$ cat src/rtl/lsu_mem_ctrl.sv
// MEM-stage load/store controller driving a registered data memory; byte loads are sign/zero-extended.
// Optional LSU_MISALIGN_TRAP_EN: reject misaligned word requests instead of forcing addr[1:0]=0.
module lsu_mem_ctrl #(
  parameter logic [31:0] MEM_BASE  = 32'h8002_0000,
  parameter logic [31:0] MEM_BYTES = 32'h0020_0000,
  parameter int          RD_W      = 5,
  parameter logic [1:0]  SZ_WORD   = 2'b00,
  parameter logic [1:0]  SZ_BYTE   = 2'b11
) (
  input  logic            clk,
  input  logic            rst,
  input  logic            req_valid,
  output logic            req_ready,
  input  logic            req_load,
  input  logic            req_byte,
  input  logic            req_signed,
  input  logic [31:0]     req_addr,
  input  logic [31:0]     req_wdata,
  input  logic [RD_W-1:0] req_rd,
  output logic            resp_valid,
  output logic [31:0]     resp_data,
  output logic [RD_W-1:0] resp_rd,
  output logic            err_addr,
  output logic [31:0]     mem_addr,
  output logic [31:0]     mem_wdata,
  output logic [1:0]      mem_size,
  output logic            mem_rd_wr,
  output logic            mem_enable,
  input  logic [31:0]     mem_rdata,
  input  logic            mem_busy
);

  typedef enum logic [1:0] {IDLE, ISSUE, CAPT} state_t;

  state_t            state_q, state_d;
  logic [31:0]       addr_q, addr_d, wdata_q, wdata_d, resp_data_q, resp_data_d;
  logic              byte_q, byte_d, load_q, load_d, signed_q, signed_d;
  logic              resp_valid_q, resp_valid_d, err_q, err_d;
  logic [RD_W-1:0]   rd_q, rd_d, resp_rd_q, resp_rd_d;
  logic              in_range, reject;

  always_comb begin
    in_range = (req_addr >= MEM_BASE) && ((req_addr - MEM_BASE) < MEM_BYTES);
`ifdef LSU_MISALIGN_TRAP_EN
    reject   = !in_range || (!req_byte && (req_addr[1:0] != 2'b00));
`else
    reject   = !in_range;
`endif
  end

  always_comb begin
    state_d      = state_q;
    addr_d       = addr_q;
    wdata_d      = wdata_q;
    byte_d       = byte_q;
    load_d       = load_q;
    signed_d     = signed_q;
    rd_d         = rd_q;
    resp_data_d  = resp_data_q;
    resp_rd_d    = resp_rd_q;
    resp_valid_d = 1'b0;
    err_d        = 1'b0;
    case (state_q)
      IDLE: if (req_valid) begin
        if (reject) begin
          err_d = 1'b1;
        end else begin
          // Word accesses are forced aligned; byte stores only carry the low byte.
          addr_d   = req_byte ? req_addr : {req_addr[31:2], 2'b00};
          wdata_d  = req_byte ? {24'b0, req_wdata[7:0]} : req_wdata;
          byte_d   = req_byte;
          load_d   = req_load;
          signed_d = req_signed;
          rd_d     = req_rd;
          state_d  = ISSUE;
        end
      end
      ISSUE: if (!mem_busy) state_d = load_q ? CAPT : IDLE;
      CAPT: begin
        // Memory read data is still valid at this edge; it goes Z only afterwards.
        resp_data_d  = !byte_q ? mem_rdata :
                       signed_q ? {{24{mem_rdata[7]}}, mem_rdata[7:0]} : {24'b0, mem_rdata[7:0]};
        resp_rd_d    = rd_q;
        resp_valid_d = 1'b1;
        state_d      = IDLE;
      end
      default: state_d = IDLE;
    endcase
  end

  always_ff @(posedge clk) begin
    if (rst) begin
      state_q      <= IDLE;
      addr_q       <= '0;
      wdata_q      <= '0;
      byte_q       <= 1'b0;
      load_q       <= 1'b1;
      signed_q     <= 1'b0;
      rd_q         <= '0;
      resp_data_q  <= '0;
      resp_rd_q    <= '0;
      resp_valid_q <= 1'b0;
      err_q        <= 1'b0;
    end else begin
      state_q      <= state_d;
      addr_q       <= addr_d;
      wdata_q      <= wdata_d;
      byte_q       <= byte_d;
      load_q       <= load_d;
      signed_q     <= signed_d;
      rd_q         <= rd_d;
      resp_data_q  <= resp_data_d;
      resp_rd_q    <= resp_rd_d;
      resp_valid_q <= resp_valid_d;
      err_q        <= err_d;
    end
  end

  assign req_ready  = (state_q == IDLE);
  assign mem_enable = (state_q == ISSUE);
  assign mem_rd_wr  = (state_q == ISSUE) ? load_q : 1'b1;
  assign mem_addr   = addr_q;
  assign mem_wdata  = wdata_q;
  assign mem_size   = byte_q ? SZ_BYTE : SZ_WORD;
  assign resp_valid = resp_valid_q;
  assign resp_data  = resp_data_q;
  assign resp_rd    = resp_rd_q;
  assign err_addr   = err_q;

endmodule

$ cat config.mk
export PLATFORM = sky130hd
export DESIGN_NAME = lsu_mem_ctrl
export DESIGN_NICKNAME = d
export VERILOG_FILES = /design/src/rtl/lsu_mem_ctrl.sv
export SDC_FILE = /design/constraint.sdc
export NUM_CORES = 1
export LEC_CHECK = 0
export BUFFER_PORTS_ARGS = -buffer_cell sky130_fd_sc_hd__buf_2
export CORE_UTILIZATION = 45
export CTS_BUF_LIST = sky130_fd_sc_hd__clkbuf_8
export CTS_CLUSTER_DIAMETER = 60
export CTS_CLUSTER_SIZE = 40
export DETAILED_ROUTE_END_ITERATION = 12
export PLACE_DENSITY = 0.78
export SETUP_SLACK_MARGIN = 0.4
export SLEW_MARGIN = 15
export SYNTH_ARGS = -nofsm -noshare
export SYNTH_HDL_FRONTEND = slang
export SYNTH_SLANG_ARGS = --single-unit
$ cat constraint.sdc
create_clock -name clk -period 1.67 [get_ports clk]
set_input_delay 0.0835 -clock clk [delete_from_list [all_inputs] [get_ports clk]]
set_output_delay 0.0835 -clock clk [all_outputs]
set_load 0.02 [all_outputs]
# Word-level counts from Yosys, hierarchy flattened
# Index checks and enable logic that the tools add are counted.
# W data, S select, Z words.
# totals
in_bits	108
elab_cells	39
output_inout_bits	108
ff_bits	113
# classes
reduce_logical	5
n_bitwise	2
addsub	1
eq_ne	5
n_lt_le_gt_ge	2
mux	13
# op_table
cell	n
$mux W32	3
$ge A32 B32 Y1 const B	1
$lt A32 B22 Y1 const B	1
$sub A32 B32 Y32 const B	1
$mux W2	6
$reduce_and A3 Y1	2
$ne A2 B2 Y1 const B	2
$pmux W2 S2	1
$mux W1	3
$reduce_or A3 Y1	1
$eq A2 B1 Y1 const B	1
$eq A2 B2 Y1 const B	1
$logic_not A2 Y1	1
$ne A2 B1 Y1 const B	1
$not A1 Y1	2
$logic_and A1 B1 Y1	1

# Logic depth before layout (Yosys ltp)
# Gate-level depths: netlist of run 1.
# depth
depth_word	6
ltp_mapped	6
ltp_nobuf	4

# Worst setup path before layout of run 1
# Ideal clock, no wire load.
# synth_timing
kind	reg-to-reg
startpoint	register state_q[1]
endpoint	register byte_q
setup_time_ps	121
t_arrival_ps	1489
period_less_slack_ps	1610
path_stages_with_launch	6
slack_ps	60
n_path_buf	1
required_time_ps	1549
cell_sequence	dfxtp_1 -> nor2_1 -> nand2_1 -> nor3_1 -> buf_6 -> mux2_2
# synth_between
elab_chain_len	2
# synth_rtl
element	line	text
start: declaration	35	state_t state_q, state_d;
start signal: assignment	105	state_q <= state_d;
$logic_not A2 Y1	-	
via req_ready	13	output logic req_ready,
$reduce_and A3 Y1 (no source line)	-	
end signal: assignment	108	byte_q <= byte_d;
end: declaration	37	logic byte_q, byte_d, load_q, load_d, signed_q, signed_d;
# The timed path passes the listed nets, and every way through them passes these cells.
# A chain may end at the register's enable or synchronous reset.

# Worst setup path after layout of run 1
# layout_timing
startpoint	register state_q[0]
endpoint	register wdata_q[27] (netlist: mem_wdata[27])
# layout_between
elab_chain_len	2
# layout_rtl
element	line	text
$logic_not A2 Y1	63	case (state_q)
$reduce_and A3 Y1 (no source line)	-	
end signal: assignment	107	wdata_q <= wdata_d;
end: declaration	36	logic [31:0] addr_q, addr_d, wdata_q, wdata_d, resp_data_q, resp_data_d;
# No other way between the ends.

==> implementation parameters, run 1 <==
Parameter                              Value

Detailed routing
  DRC ... 0
  Starting DRC count in detailed routing ... 191
  Vias ... 4,595
  Post-DRT Antenna Nets ... 0
  DRT Wirelength ... 14.5 mm
  Per-cell routed wire length ... 15.5 µm
  Vias per Instance ... 4.89
  Number of detailed-routing iterations run before antenna repair ... 5

Die
  Effective utilization at floorplan ... 47.0%
  Core Footprint ... 9910 µm²
  I/O pins ... 216
  Placement Rows ... 36
  Y dimension of the die ... 104 µm
  Floorplan die area ... 10,800 µm²
  Width of the die ... 104 µm

Worst setup path
  Critical Path AT ... 1.75 ns
  Kind of start point of the critical path ... register
  Critical path buffer and inverter count ... 2
  Family with the most delay on the worst path ... simple AND/OR/NAND/NOR gates
  Worst-path cell with the longest stage delay ... sky130_fd_sc_hd__dfxtp_4
  Cells along the critical path ... nor2_4 -> nand2_2 -> nor3_4 -> buf_12 -> buf_16 -> mux2i_2
  Worst setup EP type ... register
  Worst R2R Path Depth ... 6
  Stage delay of the slowest cell on the critical path ... 0.36 ns
  Category of the most critical setup path ... reg2reg
  Critical Path Fanout Max ... 12
  Critical path depth ... 6
  Setup slack on the worst flop-to-flop path ... 0.26 ns
  Required time at the endpoint of the critical path ... 2.01 ns

STA
  Hold violation total from the final report ... 0
  Ratio of final minimum period to clock period ... 84.4%
  Number of slew-limit violations in the final report ... 0
  Worst slew margin relative to its limit ... 69.9%
  Clock Skews ... 0.00882 ns
  Setup TNS after final layout ... 0 ns
  Max Fclk ... 0.709 GHz
  Number of setup violations in the final report ... 0
  Minimum setup slack in the final design ... 0.260 ns
  Crit path time final ... 1.41 ns
  Post-route worst hold slack ... 0.0614 ns
  Slew at the pin with the worst max-slew slack ... 0.451 ns
  RSZ-0062 raised after global routing ... true

Logic synthesis
  Mapped cell area ... 4660 µm²
  Number of standard cells after synthesis ... 480
  Count of yosys warnings during synthesis ... 0
  Proportion of synthesized chip area in sequential cells ... 48.5%
  Count of unique library cells instantiated by Yosys ... 28
  Number of enable-type register cells in the synthesized netlist ... 0
  Fraction of registers with async set/reset ... 0%
  Predominant post-synthesis flop cell ... sky130_fd_sc_hd__dfxtp_1
  Post-synthesis net count ... 588
  Average size of a mapped cell ... 9.71 µm²
  Flop and latch count out of synthesis ... 113

Cells and area
  Area of all placed cells without fillers ... 7360 µm²
  Antenna cell count ... 0
  FILL cells ... 673
  Area delta synth->final ... 57.9%
  Net count, final ... 904
  Fraction of final layout cells with drive strength greater than 1 ... 36.1%

Global route
  Overall global routing resource usage ... 26.6%
  Number of antenna violations at the first check in global routing ... 0
  Pin count of the biggest net entering global routing ... 57
  Global route total overflow ... 0
  Global-route wire length before repair ... 22.7 mm
  Number of global-route vias before repair ... 4,784

Power
  Switching Fraction ... 22.1%
  Worst supply voltage drop on vdd ... 0.451 mV
  Internal power ... 4.34 mW
  Share of total power in combinational logic ... 8.8%
  Power Density ... 756 nW/µm²
  Sequential power share ... 48.4%
  Part of the power in the clock network ... 42.8%
  Net Sw Power ... 1.23 mW
  Leakage power ... 3.24 nW

Hold path
  Worst Hold Path Cells ... 3
  Type of the tightest min-delay check ... in2reg

Clock tree
  Number of levels in the clock H-tree ... 4
  Root buffer cell ... sky130_fd_sc_hd__clkbuf_8
  Clock Pin Slew Worst Setup and Hold Paths ... 0.07 ns
  Clock network latency to the later pin of the worst-skew pair ... 0.42 ns
  Clock buffer depth ... 2
  TritonCTS clock tree ... yes
  CTS Buf Count ... 17
  Number of sinks driven by the clock tree ... 113

Outcome
  Outcome ... finished, final reports clean

Placed design
  Worst-case setup slack after placement ... 0.0196 ns
  Instance area after placement ... 5890 µm²
  Post-detail-place hpwl ... 8.32 mm
  RePlAce Congestion ... 0.761
  Quantity of I/O buffers inserted on ports ... 215

Flow run
  Number of maximum-capacitance constraint violations ... 0
[power by group through the flow]
stage          Combinational (mW)  Sequential, mW  Clock [mW]
3_3_place_gp                0.296            2.76           0
4_1_cts                     0.476            2.70        2.41
6_report                    0.492            2.69        2.38
3_5_place_dp                0.304            2.76           0
2_1_floorplan               0.132            2.76           0
5_1_grt                     0.527            2.69        2.56
[metrics by stage]
stage	utilization, %	power (mW)	std cells
finish	74.2	5.56	940
detailed placement	59.5	3.06	807
global route	74.2	5.77	940
global placement	59.5	3.05	807
floorplan	-	2.89	480
CTS	73.4	5.58	937
[synth_stat cells (all sizes together) (2+ instances only)]
cell type	instances	area, µm²
a211oi	24	180
a21oi	14	70.1
buf	16	158
clkbuf	21	78.8
dfxtp	113	2260
mux2i	61	611
nand2	54	203
nand2b	119	744
nor2	32	120
nor2b	4	25.0
nor3	2	10.0
nor3b	9	92.6
nor4	2	27.5
[state kept, by name, indices dropped and copies added (netlist names)]
register	flops
signed_q	1
mem_wdata	32
load_q	1
mem_addr	32
err_addr	1
resp_valid	1
byte_q	1
resp_rd	5
state_q	2
resp_data	32
rd_q	5
[final cells by class]
type / instances / area (µm²) / area share, %
Clock inverter: 8 / 62.6 / 0.850
Clock buffer: 22 / 303 / 4.12
Sequential cell: 113 / 2270 / 30.9
Multi-Input combinational cell: 330 / 2220 / 30.2
Tap cell: 133 / 166 / 2.26
Timing Repair Buffer: 334 / 2330 / 31.7
[placed cells by master (no fill, tap or decap), types with 14 or more instances in the layout]
| cell | Yosys | final |
|---|---|---|
| sky130_fd_sc_hd__buf_2 | 3 | 212 |
| sky130_fd_sc_hd__nand2b_1 | 119 | 119 |
| sky130_fd_sc_hd__dfxtp_1 | 113 | 110 |
| sky130_fd_sc_hd__dlygate4sd3_1 | 0 | 94 |
| sky130_fd_sc_hd__mux2i_1 | 61 | 57 |
| sky130_fd_sc_hd__nand2_1 | 54 | 53 |
| sky130_fd_sc_hd__nor2_1 | 32 | 31 |
| sky130_fd_sc_hd__a211oi_1 | 24 | 24 |
| sky130_fd_sc_hd__clkbuf_8 | 0 | 22 |
| sky130_fd_sc_hd__buf_4 | 2 | 17 |
| sky130_fd_sc_hd__a21oi_1 | 14 | 14 |
[layer usage]
metal  up-vias  part of all wire, %  GRT usage [%]
met4         0                  2.5           12.2
met2       228                   51           46.7
li1       2200                    -              -
met1      2133                   39           28.8
met3        34                  7.8           9.13
met5         -                    0              0
[what timing repair did]
action                     CTS  global route
setup endpoints to repair   64            95
hold endpoints to repair    95             0
hold buffers                94             0
gates resized for setup      9            13
buffers inserted             5             1
gates cloned                 1             2
[cells by family (layout without fill, tap and decap cells)]
group / after synthesis / count (layout) / share of synthesized area, %
AOI/OAI and AO/OA: 40 / 40 / 5.72
xor gates and xnor gates: 1 / 1 / 0.188
and+or+nand+nor: 227 / 227 / 27.1
muxes: 62 / 62 / 13.3
buffers and inverters: 37 / 364 / 5.08
DFF: 113 / 113 / 48.5
[final timing paths]
check                     startpoint                    endpoint
min reg2reg     rd_q[1]$_SDFFE_PP0P_     resp_rd[1]$_SDFFE_PP0P_
max reg2reg  state_q[0]$_SDFFE_PP0P_  mem_wdata[27]$_SDFFE_PP0P_
min                     req_addr[17]   mem_addr[17]$_SDFFE_PP0P_
max          state_q[0]$_SDFFE_PP0P_  mem_wdata[27]$_SDFFE_PP0P_
[worst min-delay path: stages]
cell and delay [ns]:
sky130_fd_sc_hd__buf_2 0.12, sky130_fd_sc_hd__or2b_1 0.15, sky130_fd_sc_hd__mux2i_1 0.07
Power figures use the tool's default switching activity.
==> run 2, diff against run 1 <==
--- a/config.mk
+++ b/config.mk
@@ -6,12 +6,12 @@
 export NUM_CORES = 1
 export LEC_CHECK = 0
 export BUFFER_PORTS_ARGS = -buffer_cell sky130_fd_sc_hd__buf_2
-export CORE_UTILIZATION = 45
+export CORE_UTILIZATION = 44
 export CTS_BUF_LIST = sky130_fd_sc_hd__clkbuf_8
 export CTS_CLUSTER_DIAMETER = 60
 export CTS_CLUSTER_SIZE = 40
 export DETAILED_ROUTE_END_ITERATION = 12
-export PLACE_DENSITY = 0.78
+export PLACE_DENSITY = 0.79
 export SETUP_SLACK_MARGIN = 0.4
 export SLEW_MARGIN = 15
 export SYNTH_ARGS = -nofsm -noshare
==> constraint.sdc (replaced) <==
create_clock -name clk -period 1.1 [get_ports clk]
set_input_delay 0.055 -clock clk [delete_from_list [all_inputs] [get_ports clk]]
set_output_delay 0.055 -clock clk [all_outputs]
set_load 0.02 [all_outputs]
==> run 2 against run 1 <==
Compared with the run above:
- power increased by 70%
- non-clock buffer count increased by 86
- register-to-register slack got worse by 0.71 ns
- clock skew increased by 0.015 ns
- the flow now finishes with violations (setup timing)
- worst setup slack got worse by 0.71 ns
- largest cell class unchanged
- first-iteration DRC count increased by 75%
- highest routed layer unchanged
==> implementation parameters, run 2 (synthesized netlist as in run 1, its figures left out) <==
Parameter                              Value

Detailed routing
  Number of detailed-routing iterations run before antenna repair ... 5
  Starting DRC count in detailed routing ... 335
  DRT Wirelength ... 23.6 mm
  Per-cell routed wire length ... 22.8 µm
  Vias ... 5,578
  DRC ... 0
  Post-DRT Antenna Nets ... 0
  Detailed route wirelength on metal3 ... 2.18 mm
  Highest Signal Layer ... met4
  Detail Route met2 WL ... 11.5 mm
  Routed metal-1 wire length ... 8.54 mm
  Vias per Instance ... 5.41

Power
  Switching Fraction ... 24.1%
  Power after layout ... 9.47 mW
  Net Sw Power ... 2.28 mW
  Internal power ... 7.19 mW
  Sequential power share ... 43.1%
  Power Density ... 991 nW/µm²
  Share of total power in combinational logic ... 9.2%
  Leakage power ... 4.13 nW
  Worst supply voltage drop on vdd ... 0.889 mV
  Part of the power in the clock network ... 47.7%

Global route
  Global route total overflow ... 0
  Pin count of the biggest net entering global routing ... 56
  Number of antenna violations at the first check in global routing ... 2
  Global-route wire length before repair ... 29.3 mm
  Number of global-route vias before repair ... 5,561
  Overall global routing resource usage ... 34.4%

Die
  Placement Rows ... 37
  Floorplan die area ... 11,000 µm²
  Width of the die ... 105 µm
  Core Footprint ... 10,300 µm²
  Effective utilization at floorplan ... 45.3%
  Y dimension of the die ... 105 µm
  I/O pins ... 216

Cells and area
  Area taken by flip-flops and latches ... 2400 µm²
  FILL cells ... 304
  Net count, final ... 990
  Multi-input combinational cell area ... 2570 µm²
  Commonest non-fill, non-tap cell in the layout ... sky130_fd_sc_hd__nand2b_1
  Commonest cells after routing, fill and taps aside ... 118 x sky130_fd_sc_hd__nand2b_1, 112 x sky130_fd_sc_hd__buf_6, 106 x sky130_fd_sc_hd__buf_2
  Area of all placed cells without fillers ... 9550 µm²
  Area delta synth->final ... 105%
  Fraction of final layout cells with drive strength greater than 1 ... 61.1%

Worst setup path
  Critical Path AT ... 1.88 ns
  Critical path buffer and inverter count ... 2
  Required time at the endpoint of the critical path ... 1.43 ns
  Crit. Startpoint ... state_q[1]$_SDFFE_PP0P_
  Worst R2R Path Depth ... 6
  Category of the most critical setup path ... reg2reg
  Family with the most delay on the worst path ... simple AND/OR/NAND/NOR gates
  Worst-path cell with the longest stage delay ... sky130_fd_sc_hd__dfxtp_4
  Launch instance of the worst register-to-register path ... state_q[1]$_SDFFE_PP0P_
  Cells along the critical path ... nor2_4 -> nand2_4 -> nor3_4 -> buf_12 -> buf_4 -> mux2i_1
  Critical path depth ... 6
  Critical Path Fanout Max ... 9
  Worst setup endpoint ... mem_addr[17]$_SDFFE_PP0P_
  Stage delay of the slowest cell on the critical path ... 0.37 ns
  Setup slack on the worst flop-to-flop path ... -0.45 ns
  Worst r2r dst ... mem_addr[17]$_SDFFE_PP0P_
  Kind of start point of the critical path ... register
  Worst setup EP type ... register

STA
  Hold violation total from the final report ... 0
  Ratio of final minimum period to clock period ... 141%
  RSZ-0062 raised after global routing ... true
  Minimum setup slack in the final design ... -0.449 ns
  Number of slew-limit violations in the final report ... 0
  Crit path time final ... 1.55 ns
  Worst slew margin relative to its limit ... 75.0%
  Max Fclk ... 0.646 GHz
  Slew at the pin with the worst max-slew slack ... 0.375 ns
  Clock Skews ... 0.0235 ns
  Setup TNS after final layout ... -35.41 ns
  Number of setup violations in the final report ... 117

Clock tree
  Number of levels in the clock H-tree ... 4
  CTS Buf Count ... 17
  Root buffer cell ... sky130_fd_sc_hd__clkbuf_8
  TritonCTS clock tree ... yes
  Number of sinks driven by the clock tree ... 113
  Clock buffer depth ... 2
  Clock network latency to the later pin of the worst-skew pair ... 0.46 ns
  Clock Pin Slew Worst Setup and Hold Paths ... 0.08 ns
  Total of hold buffers inserted after clock tree synthesis ... 92

Outcome
  Outcome ... complete, but fails checks
  Failing checks ... setup timing

Placed design
  RePlAce Congestion ... 0.799
  Instance area after placement ... 6070 µm²
  Quantity of I/O buffers inserted on ports ... 215
  Post-detail-place hpwl ... 8.27 mm
  Worst-case setup slack after placement ... -0.518 ns

Flow run
  Number of maximum-capacitance constraint violations ... 0

Hold path
  Type of the tightest min-delay check ... in2reg
## run 2: metrics by stage
stage               hold slack, ns  cells  utilization, %
floorplan                    0.188    480               -
global placement             0.295    817            59.0
detailed placement           0.307    817            59.0
CTS                        -0.0822    981            85.5
global route               0.00324   1031            92.9
finish                     0.00628   1032            92.9
## run 2: timing repair
| item | 4_1_cts | 5_1_grt |
|---|---|---|
| gates cloned | 8 | 0 |
| setup buffers | 33 | 49 |
| endpoints found under the hold margin | 94 | 1 |
| pin swaps | 17 | 20 |
| resized for setup | 301 | 121 |
| setup endpoints to repair | 221 | 221 |
## run 2: area by class of cell
class                   count  area share, %
repair buffers            420           41.5
multi-input cells         330           26.9
flip-flops and latches    113           25.2
clock buffers              20           2.88
well taps                 136           1.78
clock inverters            11           1.69
diodes                      2         0.0524
## run 2: power by group through the flow
stage / Clock, mW / Combinational, mW / Sequential, mW
2_1_floorplan: 0 / 0.204 / 4.19
3_3_place_gp: 0 / 0.474 / 4.19
3_5_place_dp: 0 / 0.484 / 4.19
4_1_cts: 4.33 / 0.752 / 4.09
5_1_grt: 4.68 / 0.902 / 4.08
6_report: 4.52 / 0.866 / 4.08
## run 2: tightest hold or removal path: cells and delay by family
family	cells	cell delay (ns)
buffers and inverters	2	0.24
AND/OR/NAND/NOR	2	0.12
## run 2: worst min path at each step
| stage | from | to | slack [ns] | cells after the start |
|---|---|---|---|---|
| after floorplan | mem_busy | state_q[0]$_SDFFE_PP0P_ | 0.19 | 2 |
| after global placement | mem_rdata[5] | resp_data[5]$_SDFFE_PP0P_ | 0.30 | 3 |
| after detailed placement | mem_rdata[1] | resp_data[1]$_SDFFE_PP0P_ | 0.31 | 3 |
| after CTS | req_valid | err_addr$_SDFF_PP0_ | -0.08 | 3 |
| after global routing | req_valid | err_addr$_SDFF_PP0_ | 0.003 | 4 |
| final | req_valid | err_addr$_SDFF_PP0_ | 0.006 | 4 |
## run 2: per-layer routing
metal / up-vias / GRT usage [%]
met5: - / 0
met4: 0 / 18.8
met2: 414 / 61.1
met1: 2660 / 36.0
met3: 121 / 10.7
li1: 2383 / -
